### src/rtl/uart_tx_arbiter.sv
// Round-robin arbiter that shares one UART transmitter among NUM_REQ byte producers.
// The channel stays locked to one producer until it sends the byte flagged last.
module uart_tx_arbiter #(
  parameter int NUM_REQ       = 4,
  parameter int IDX_W         = 2,
  parameter int START_TIMEOUT = 15
) (
  input  logic                 clk_i,
  input  logic                 rst_i,
  input  logic [NUM_REQ-1:0]   req_valid_i,
  input  logic [8*NUM_REQ-1:0] req_data_i,
  input  logic [NUM_REQ-1:0]   req_last_i,
  output logic [NUM_REQ-1:0]   req_ready_o,
  output logic [7:0]           tx_data_o,
  output logic                 tx_trigger_o,
  input  logic                 tx_complete_i,
  output logic [NUM_REQ-1:0]   grant_o,
  output logic                 busy_o,
  output logic                 err_o
);

  localparam int CNT_W = $clog2(START_TIMEOUT + 1);
  localparam logic [CNT_W-1:0] CNT_MAX  = CNT_W'(START_TIMEOUT);
  localparam logic [CNT_W-1:0] CNT_LAST = CNT_W'(START_TIMEOUT - 1);
  localparam logic [IDX_W-1:0] IDX_TOP  = IDX_W'(NUM_REQ - 1);

  typedef enum logic [1:0] {
    IDLE       = 2'd0,
    TRIG       = 2'd1,
    WAIT_START = 2'd2,
    WAIT_DONE  = 2'd3
  } state_t;

  state_t             state;
  state_t             state_next;

  logic               locked;
  logic               last_byte;
  logic [IDX_W-1:0]   owner;
  logic [IDX_W-1:0]   ptr;
  logic [CNT_W-1:0]   cnt;

  logic [IDX_W-1:0]   cand;
  logic [IDX_W-1:0]   idx;
  logic               cand_valid;
  logic [NUM_REQ-1:0] cand_onehot;
  logic               accept;
  logic               timeout;
  logic               byte_done;

  logic [7:0]         req_bytes [NUM_REQ];

  for (genvar k = 0; k < NUM_REQ; k++) begin : g_unpack
    assign req_bytes[k] = req_data_i[8*k +: 8];
  end

  // Locked: only the owner may send. Unlocked: first valid requester at or above ptr, wrapping.
  always_comb begin
    // NOTE: every variable gets a default first so no path leaves it unassigned (no latch).
    cand       = ptr;
    idx        = '0;
    cand_valid = 1'b0;
    if (locked) begin
      cand       = owner;
      cand_valid = req_valid_i[owner];
    end else begin
      // Walk offsets from farthest to nearest so the nearest valid requester wins.
      for (int i = NUM_REQ - 1; i >= 0; i--) begin
        idx = IDX_W'((int'(ptr) + i) % NUM_REQ);
        if (req_valid_i[idx]) begin
          cand       = idx;
          cand_valid = 1'b1;
        end
      end
    end
  end

  assign cand_onehot = NUM_REQ'(1) << cand;
  assign accept      = (state == IDLE) && tx_complete_i && cand_valid && !rst_i;
  assign timeout     = (state == WAIT_START) && tx_complete_i && (cnt == CNT_LAST);
  assign byte_done   = ((state == WAIT_DONE) && tx_complete_i) || timeout;

  // State register
  always_ff @(posedge clk_i) begin
    // NOTE: sequential state uses non-blocking assignments so all flops update together.
    if (rst_i) state <= IDLE;
    else       state <= state_next;
  end

  // Next-state logic
  always_comb begin
    state_next = state;
    unique case (state)
      IDLE:       if (accept) state_next = TRIG;
      TRIG:       state_next = WAIT_START;
      WAIT_START: begin
        if (!tx_complete_i) state_next = WAIT_DONE;
        else if (timeout)   state_next = IDLE;
      end
      WAIT_DONE:  if (tx_complete_i) state_next = IDLE;
      default:    state_next = IDLE;
    endcase
  end

  // Output decode
  always_comb begin
    tx_trigger_o = (state == TRIG);
    busy_o       = (state != IDLE);
    req_ready_o  = accept ? cand_onehot : '0;
  end

  // Datapath: captured byte, ownership, round-robin pointer, start-timeout counter.
  always_ff @(posedge clk_i) begin
    if (rst_i) begin
      tx_data_o <= '0;
      grant_o   <= '0;
      owner     <= '0;
      ptr       <= '0;
      locked    <= 1'b0;
      last_byte <= 1'b0;
      cnt       <= '0;
      err_o     <= 1'b0;
    end else begin
      if (accept) begin
        tx_data_o <= req_bytes[cand];
        grant_o   <= cand_onehot;
        owner     <= cand;
        locked    <= 1'b1;
        last_byte <= req_last_i[cand];
      end

      if (state == TRIG)
        cnt <= '0;
      else if ((state == WAIT_START) && (cnt != CNT_MAX))
        cnt <= cnt + 1'b1;

      if (timeout)
        err_o <= 1'b1;

      // A timed-out byte is retired exactly like a completed one.
      if (byte_done && last_byte) begin
        locked  <= 1'b0;
        grant_o <= '0;
        ptr     <= (owner == IDX_TOP) ? '0 : owner + 1'b1;
      end
    end
  end

endmodule
### config.mk
export PLATFORM = sky130hd
export DESIGN_NAME = uart_tx_arbiter
export DESIGN_NICKNAME = d
export VERILOG_FILES = /design/src/rtl/uart_tx_arbiter.sv
export SDC_FILE = /design/constraint.sdc
export NUM_CORES = 1
export LEC_CHECK = 0
export BUFFER_PORTS_ARGS = -buffer_cell sky130_fd_sc_hd__buf_4
export CAP_MARGIN = 20
export CORE_MARGIN = 5
export CORE_UTILIZATION = 35
export CTS_BUF_LIST = sky130_fd_sc_hd__clkbuf_4 sky130_fd_sc_hd__clkbuf_8
export DETAILED_ROUTE_END_ITERATION = 8
export SYNTH_ARGS = -nofsm -noshare
export SYNTH_HDL_FRONTEND = slang
export SYNTH_SLANG_ARGS = --single-unit
### constraint.sdc
create_clock -name clk_i -period 3.91 [get_ports clk_i]
set_input_delay 0.9775 -clock clk_i [delete_from_list [all_inputs] [get_ports clk_i]]
set_output_delay 0.9775 -clock clk_i [all_outputs]
set_load 0.01 [all_outputs]
Word level (Yosys, flattened, before mapping)
Cells that the tools add are included.
{"block": "totals", "output_inout_bits": 19, "regBits": 25}
{"block": "classes", "n_eq_ne": 9, "magnitude_cmp": 7, "muxes": 32, "n_addsub": 5, "reduce_logical": 15, "bitwise": 1, "n_shift": 1}
{"op": "2-to-1 mux 2 bit", "count": 10}
{"op": "< comparator 2 x 3 -> 1 bit, second input constant", "count": 6}
{"op": "binary-select mux 8 bit (select 2 bit)", "count": 1}
{"op": "2-to-1 mux 8 bit", "count": 2}
{"op": "binary-select mux 1 bit (select 2 bit)", "count": 6}
{"op": "2-to-1 mux 1 bit", "count": 11}
{"op": "logical AND 1 bit", "count": 8}
{"op": "case mux 2 bit (4 select lines)", "count": 1}
{"op": "== test 2 bit, second input constant", "count": 3}
{"op": "adder 2 x 1 -> 2 bit, second input constant", "count": 2}
{"op": "adder 2 bit, second input constant", "count": 2}
{"op": "adder 4 x 1 -> 4 bit, second input constant", "count": 1}
{"op": "== test 4 bit, second input constant", "count": 1}
{"op": "2-to-1 mux 4 bit", "count": 1}
{"op": "inequality test 2 bit, second input constant", "count": 2}
{"op": "inequality test 4 bit, second input constant", "count": 1}
{"op": "OR reduction 2 bit", "count": 2}
{"op": "<< shifter 1 x 2 -> 4 bit, first input constant", "count": 1}
{"op": "greater-or-equal comparator 3 bit, second input constant", "count": 1}
{"op": "inequality test 3 bit, second input constant", "count": 1}
{"op": "NOT 2 -> 3 bit", "count": 1}
{"op": "AND reduction 3 bit", "count": 1}
{"op": "== test 2 x 1 -> 1 bit, second input constant", "count": 1}
{"op": "zero test 2 bit", "count": 1}
{"op": "3 further kinds", "count": 3}

Logic depth before layout (Yosys ltp)
Gate-level depths: netlist of run 1.
{"block": "logic_depth", "word_depth": 12, "ltp_mapped": 7}

Least setup slack after synthesis of run 1
No wires, ideal clock.
{"block": "synth_timing", "kind": "in2out", "from": "in req_valid_i[0]", "to": "out req_ready_o[1]", "path_buffers": 1, "arrival_ns": 2.260, "path_stages": 6, "setup_slack_ns": 0.672, "t_required_ns": 2.933, "path_cell_list": "nor2_1 a311o_1 or3_1 buf_6 or3_1 inv_1"}
{"block": "synth_between", "elab_chain_cells": 10}
{"element": "start: declaration", "line": "10", "source": "input logic [NUM_REQ-1:0] req_valid_i,"}
{"element": "binary-select mux 1 bit (select 2 bit)", "line": "70", "source": "if (req_valid_i[idx]) begin"}
{"element": "2-to-1 mux 1 bit (not written as such)", "line": "70"}
{"element": "2-to-1 mux 1 bit (4 in series)", "line": "70"}
{"element": "2-to-1 mux 1 bit", "line": "63", "source": "if (locked) begin"}
{"element": "logical AND 1 bit (2 in series)", "line": "79", "source": "assign accept = (state == IDLE) && tx_complete_i && cand_valid && !rst_i;"}
{"element": "2-to-1 mux 4 bit *", "line": "109", "source": "req_ready_o = accept ? cand_onehot : '0;"}
{"element": "end: declaration", "line": "13", "source": "output logic [NUM_REQ-1:0] req_ready_o,"}
Mark *: on every way between the ends. The rest lies on a longest branch, timed or not. The select of a mux whose other input is x is not followed.

Worst setup path after layout of run 1
{"block": "layout_timing", "from": "in req_valid_i[0]", "to": "out req_ready_o[3]"}
Same word-level chain as after synthesis.

==> results.cfg, run 1 <==
[status]
status = finished, final reports clean

[sta]
worstMarginPinSlew_ns = 0.382
finalCriticalPeriod_ns = 3.56
setup_viol = 0
fmax_mhz = 281
slew_headroom = 0.746
fin_setup_tns_ns = 0
finalMaxSlewViolations = 0
hold_viol_final = 0
post-route-period-util = 0.912
fin_skew_ns = 0.00231
rsz0062_at_grt = false

[floorplan]
die_w_um = 71.8
die_height_um = 71.8
initial_core_util = 0.362
num_rows = 22
die_area_um2 = 5150
ios = 62
core_um2 = 3690

[critical_path]
critPathLaunchType = input pin
cp.arrival_ns = 2.59
critical_path_class = input pin to output pin
crit_path_max_fanout = 10
endpoint_kind = output pin
worstPathRequired_ns = 2.93

[logic_synthesis]
yosysWarnings = 0
synthArstFlopShare = 0
synth_top_cell_area_share = 0.375
ys_seq_area_frac = 0.375
ys_ff_latch = 25
synthTopCellsByCount = dfxtp_1 (25), mux2i_1 (20), inv_1 (13), nor2_1 (13), nand3_1 (12)
yosys.area.top_type = dfxtp_1
synth.area.top_cells = dfxtp_1 (37%), mux2i_1 (15%), o221ai_1 (7.2%)
ys.flop_type = dfxtp_1
postSynthCellCount = 153
yosysMostFrequentCell = dfxtp_1
netlist_area_um2 = 1340
synth_area_per_cell_um2 = 8.73
synth_fp_nets = 199
synth_edf_count = 0
synth.distinct_cells = 35

[flow_run]
maxCapViolCount = 0

[clock_tree]
cts_buffers = 3
cts_sinks = 25
cts_max_level = 1
clk_transition_reported_paths_ns = 0.08
clkLatencyLatePin_ns = 0.26
hold_buffers = 0
root_buffer = clkbuf_8
cts.path.max_buffers = 2
ctsResizeCount = 0
cts_tree = done
post_cts_buffers = 0

[drt]
avgViaCountPerCell = 5.03
wl_um = 3460
drtIter0Drc = 70
drt_first_pass_iters = 4
vias = 1312
wire_per_inst_um = 13.3
drt.antenna.violating_nets = 0
drc = 0

[pwr]
p_leak_nw = 0.961
ir_drop_mv = 0.106
total_power_uw = 594
p_per_area_nw_per_um2 = 315

[cells_and_area]
syn_to_final_growth_pct = 40.9
num-nets-final = 260
final_area_um2 = 1880
layout-drive-gt1-share = 0.347
diodes = 0
n_fill_cell = 367

[global_routing]
grt.overflow.total = 0
antenna_found_initial = 0
grt_start_max_net_pins = 22
grt_pass1_wl_um = 5750
track_usage = 0.138
first_global_vias = 1298

[placement]
place_hpwl_um = 2800
port_buffers = 61
gp_congestion = 0.803
post_dp_cell_area_um2 = 1840

[min_path]
hp-class = register to register
==> metal layers <==
layer	share of wire	routed length (um)	track usage
met5	0	0	0
met2	0.44	1510	0.210
met3	0.12	423	0.0603
met1	0.43	1500	0.173
met4	0.0072	25	0.0438
==> logic make-up after synthesis <==
group                    synth area share
AO/OA/AOI/OAI                       0.177
flip-flops                          0.375
multiplexers                        0.167
XOR/XNOR                           0.0197
AND/OR/NAND/NOR                     0.168
adder cells (fa/ha/maj)            0.0281
buffers and inverters              0.0665
==> final cells by class <==
| type | count | area (um2) | share of cell area |
|---|---|---|---|
| clock inverters | 1 | 5.00 | 0.00266 |
| inverters | 14 | 52.6 | 0.0279 |
| repair buffers | 63 | 473 | 0.251 |
| flip-flops and latches | 25 | 500 | 0.266 |
| well taps | 48 | 60.1 | 0.0319 |
| multi-input cells | 107 | 751 | 0.399 |
| clock buffers | 3 | 41.3 | 0.0219 |
==> layout by cell type, fill, tap and decap left out, types with 3 or more instances in the layout <==
| cell type | netlist | final |
|---|---|---|
| o221ai_1 | 11 | 11 |
| nand3_1 | 12 | 12 |
| or3_1 | 3 | 3 |
| o21ai_0 | 3 | 3 |
| inv_1 | 13 | 13 |
| nor2_1 | 13 | 13 |
| dfxtp_1 | 25 | 25 |
| ha_1 | 3 | 3 |
| mux2i_1 | 20 | 20 |
| buf_4 | 0 | 63 |
| nand2_1 | 11 | 11 |
| clkbuf_8 | 0 | 3 |
| a21oi_1 | 9 | 8 |
==> state kept, by name, indices dropped and copies added, names as in the netlist <==
signal,flops
tx_data_o,8
cnt,4
grant_o,4
owner,2
ptr,2
state,2
err_o,1
last_byte,1
locked,1
==> power by group <==
part	total [mW]	switching, mW	internal (mW)
clock network	0.149	0.0777	0.0711
registers	0.288	0.0141	0.274
logic	0.157	0.0727	0.0845
total	0.594	0.164	0.430
==> path summary, 6_finish.rpt <==
check / start / end / slack (ns) / cells after the start
max: req_valid_i[0] / req_ready_o[3] / 0.35 / 7
max reg2reg: state[1] / tx_data_o[4] / 1.83 / 6
min reg2reg: grant_o[3] / grant_o[3] / 0.46 / 2
min: grant_o[3] / grant_o[3] / 0.46 / 2
==> metrics by stage <==
stage | hold slack, ns | setup slack [ns] | util | std cells
after floorplan | 0.454 | 0.672 | - | 153
after global placement | 0.447 | 0.388 | 0.498 | 257
after detailed placement | 0.450 | 0.343 | 0.498 | 257
after CTS | 0.462 | 0.343 | 0.511 | 261
after global routing | 0.489 | 0.282 | 0.511 | 261
final | 0.464 | 0.346 | 0.511 | 261
==> worst max-delay path: stages <==
cell and delay, ns:
buf_4 0.10, nor2_1 0.06, a311o_1 0.35, or3_1 0.50
or3_1 0.43, inv_1 0.07, buf_4 0.11
No activity file was read; power rests on OpenSTA's default activity.
==> run 2: changes to the inputs <==
ABC_AREA = 1   (was unset)
CORE_MARGIN = 3   (was 5)
SLEW_MARGIN = 20   (was unset)
==> results.cfg, run 2 <==
[status]
status = finished, final reports clean

[global_routing]
grt_start_max_net_pins = 20
antenna_found_initial = 0
grt_pass1_wl_um = 7040
first_global_vias = 1649
grt.overflow.total = 0
track_usage = 0.159

[clock_tree]
hold_buffers = 0
clk_transition_reported_paths_ns = 0.09
cts_tree = done
ctsResizeCount = 0
cts.path.max_buffers = 2
post_cts_buffers = 0
root_buffer = clkbuf_8
cts_sinks = 25
cts_max_level = 1
clkLatencyLatePin_ns = 0.27
cts_buffers = 3

[placement]
port_buffers = 61
gp_congestion = 0.864
place_hpwl_um = 3340

[floorplan]
die_w_um = 75.3
ios = 62
initial_core_util = 0.373
die_area_um2 = 5670
core_um2 = 4500
num_rows = 24
die_height_um = 75.3

[logic_synthesis]
synth_top_cell_area_share = 0.298
yosysMostFrequentCell = nand2_1
synth_fp_nets = 305
synthArstFlopShare = 0
yosysWarnings = 0
yosys.area.top_type = dfxtp_1
synth.distinct_cells = 28
ys_seq_area_frac = 0.298
synth_area_per_cell_um2 = 6.49
synthTopCellsByCount = nand2_1 (78), inv_1 (32), nand3_1 (30)
netlist_area_um2 = 1680
ys_ff_latch = 25
synth.area.top_cells = dfxtp_1 (30%), nand2_1 (17%), nand3_1 (8.9%)
postSynthCellCount = 259
synth_edf_count = 0
ys.flop_type = dfxtp_1

[cells_and_area]
syn_to_final_growth_pct = 31.7
final_util = 0.491
layout-drive-gt1-share = 0.296
regMostFlops = tx_data_o
largest_reg_flops = 8
mostFrequentLayoutCells = nand2_1 (78), buf_4 (64), inv_1 (32)
diodes = 0
num-nets-final = 368
largestRegisters = tx_data_o: 8 flops, cnt: 4 flops, grant_o: 4 flops
final_common_cell = nand2_1

[sta]
slew_headroom = 0.720
rsz0062_at_grt = false
finalCriticalPeriod_ns = 3.44
finalMaxSlewViolations = 0
post-route-period-util = 0.881
hold_viol_final = 0
setup_viol = 0
worstMarginPinSlew_ns = 0.420
fin_setup_tns_ns = 0
fmax_mhz = 290
fin_skew_ns = 0.00125

[critical_path]
r2r_end = tx_data_o[2]
reg2reg_setup_slack_ns = 1.77
worstPathRequired_ns = 2.93
critPathLaunchType = input pin
crit-reg2reg-launch = ptr[0]
crit_path_max_fanout = 16
rr_worst_depth = 16
cp.arrival_ns = 2.47
endpoint_kind = output pin
critical_path_class = input pin to output pin

[min_path]
hold-path-cell-count = 2
hp-class = register to register
holdCritStartpoint = err_o
hold_path_end = err_o

[drt]
wire_per_inst_um = 11.2
drtIter0Drc = 49
met1_length_um = 1990
wl_met2_um = 1810
vias = 1759
wl_um = 4160
avgViaCountPerCell = 4.72
drc = 0
wl_met3_um = 296
highest_layer = met4
drt.antenna.violating_nets = 0
drt_first_pass_iters = 4

[pwr]
p_leak_nw = 1.16
total_power_uw = 764
ir_drop_mv = 0.129
p_per_area_nw_per_um2 = 345

[flow_run]
maxCapViolCount = 0
==> run 2: changes by cell type after synthesis, sizes merged, moves of 7 or more <==
cell    change
and3b       +7
inv        +24
mux2i      -20
nand2      +79
nand3      +19
o21a       +10
o221ai     -11
==> run 2: cell families (layout without fill, tap and decap cells) <==
family,count (synthesis),after routing,share of synthesized area
AND/OR/NAND/NOR,152,152,0.425
AO/OA/AOI/OAI,35,35,0.130
flip-flops,25,25,0.298
buffers and inverters,44,106,0.124
adder cells (fa/ha/maj),3,3,0.0223
==> run 2: power by group <==
group | total [mW] | switching, mW | internal (mW)
registers | 0.314 | 0.0267 | 0.287
logic | 0.291 | 0.161 | 0.130
clock network | 0.160 | 0.0875 | 0.0723
==> run 2: metrics by stage <==
step           worst slack (ns)  std cells  area [um2]  hold slack, ns
6_report                  0.466        373        2210           0.456
4_1_cts                   0.453        373        2210           0.463
5_1_grt                   0.216        373        2210           0.497
2_1_floorplan             0.786        259        1680           0.452
3_3_place_gp              0.488        369        2160           0.443
3_5_place_dp              0.468        369        2160           0.449
==> run 2: metal layers <==
metal,up-vias,track usage
li1,955,-
met1,742,0.212
met2,57,0.250
met3,5,0.0409
met4,0,0.0544
met5,-,0
==> run 2: worst max path at each step <==
stage                                end           start  slack [ns]  depth (start not counted)
after floorplan           req_ready_o[2]  req_valid_i[1]        0.79                         15
after global placement    req_ready_o[2]  req_valid_i[1]        0.49                         16
after detailed placement  req_ready_o[2]  req_valid_i[1]        0.47                         16
after CTS                 req_ready_o[2]  req_valid_i[1]        0.45                         16
after global routing      req_ready_o[2]  req_valid_i[1]        0.22                         17
final                     req_ready_o[2]  req_valid_i[1]        0.47                         17
==> run 2: layout make-up <==
class | count | area [um2]
Fill cell | 481 | 2290
Clock buffer | 3 | 41.3
Inverter | 38 | 148
Multi-Input combinational cell | 190 | 971
Clock inverter | 1 | 7.51
Timing Repair Buffer | 64 | 480
Sequential cell | 25 | 500
Tap cell | 52 | 65.1
==> run 2: critical path: stages <==
cell     delay (ns)
buf_4          0.10
inv_1          0.09
nand2_1        0.08
nand3_1        0.14
nand2_1        0.06
inv_1          0.05
nand2_1        0.06
nand2_2        0.06
nand2_1        0.05
nand2_1        0.07
nand3_2        0.12
nand2_2        0.10
inv_2          0.13
nor2_4         0.13
nand2_1        0.08
inv_1          0.06
buf_4          0.11
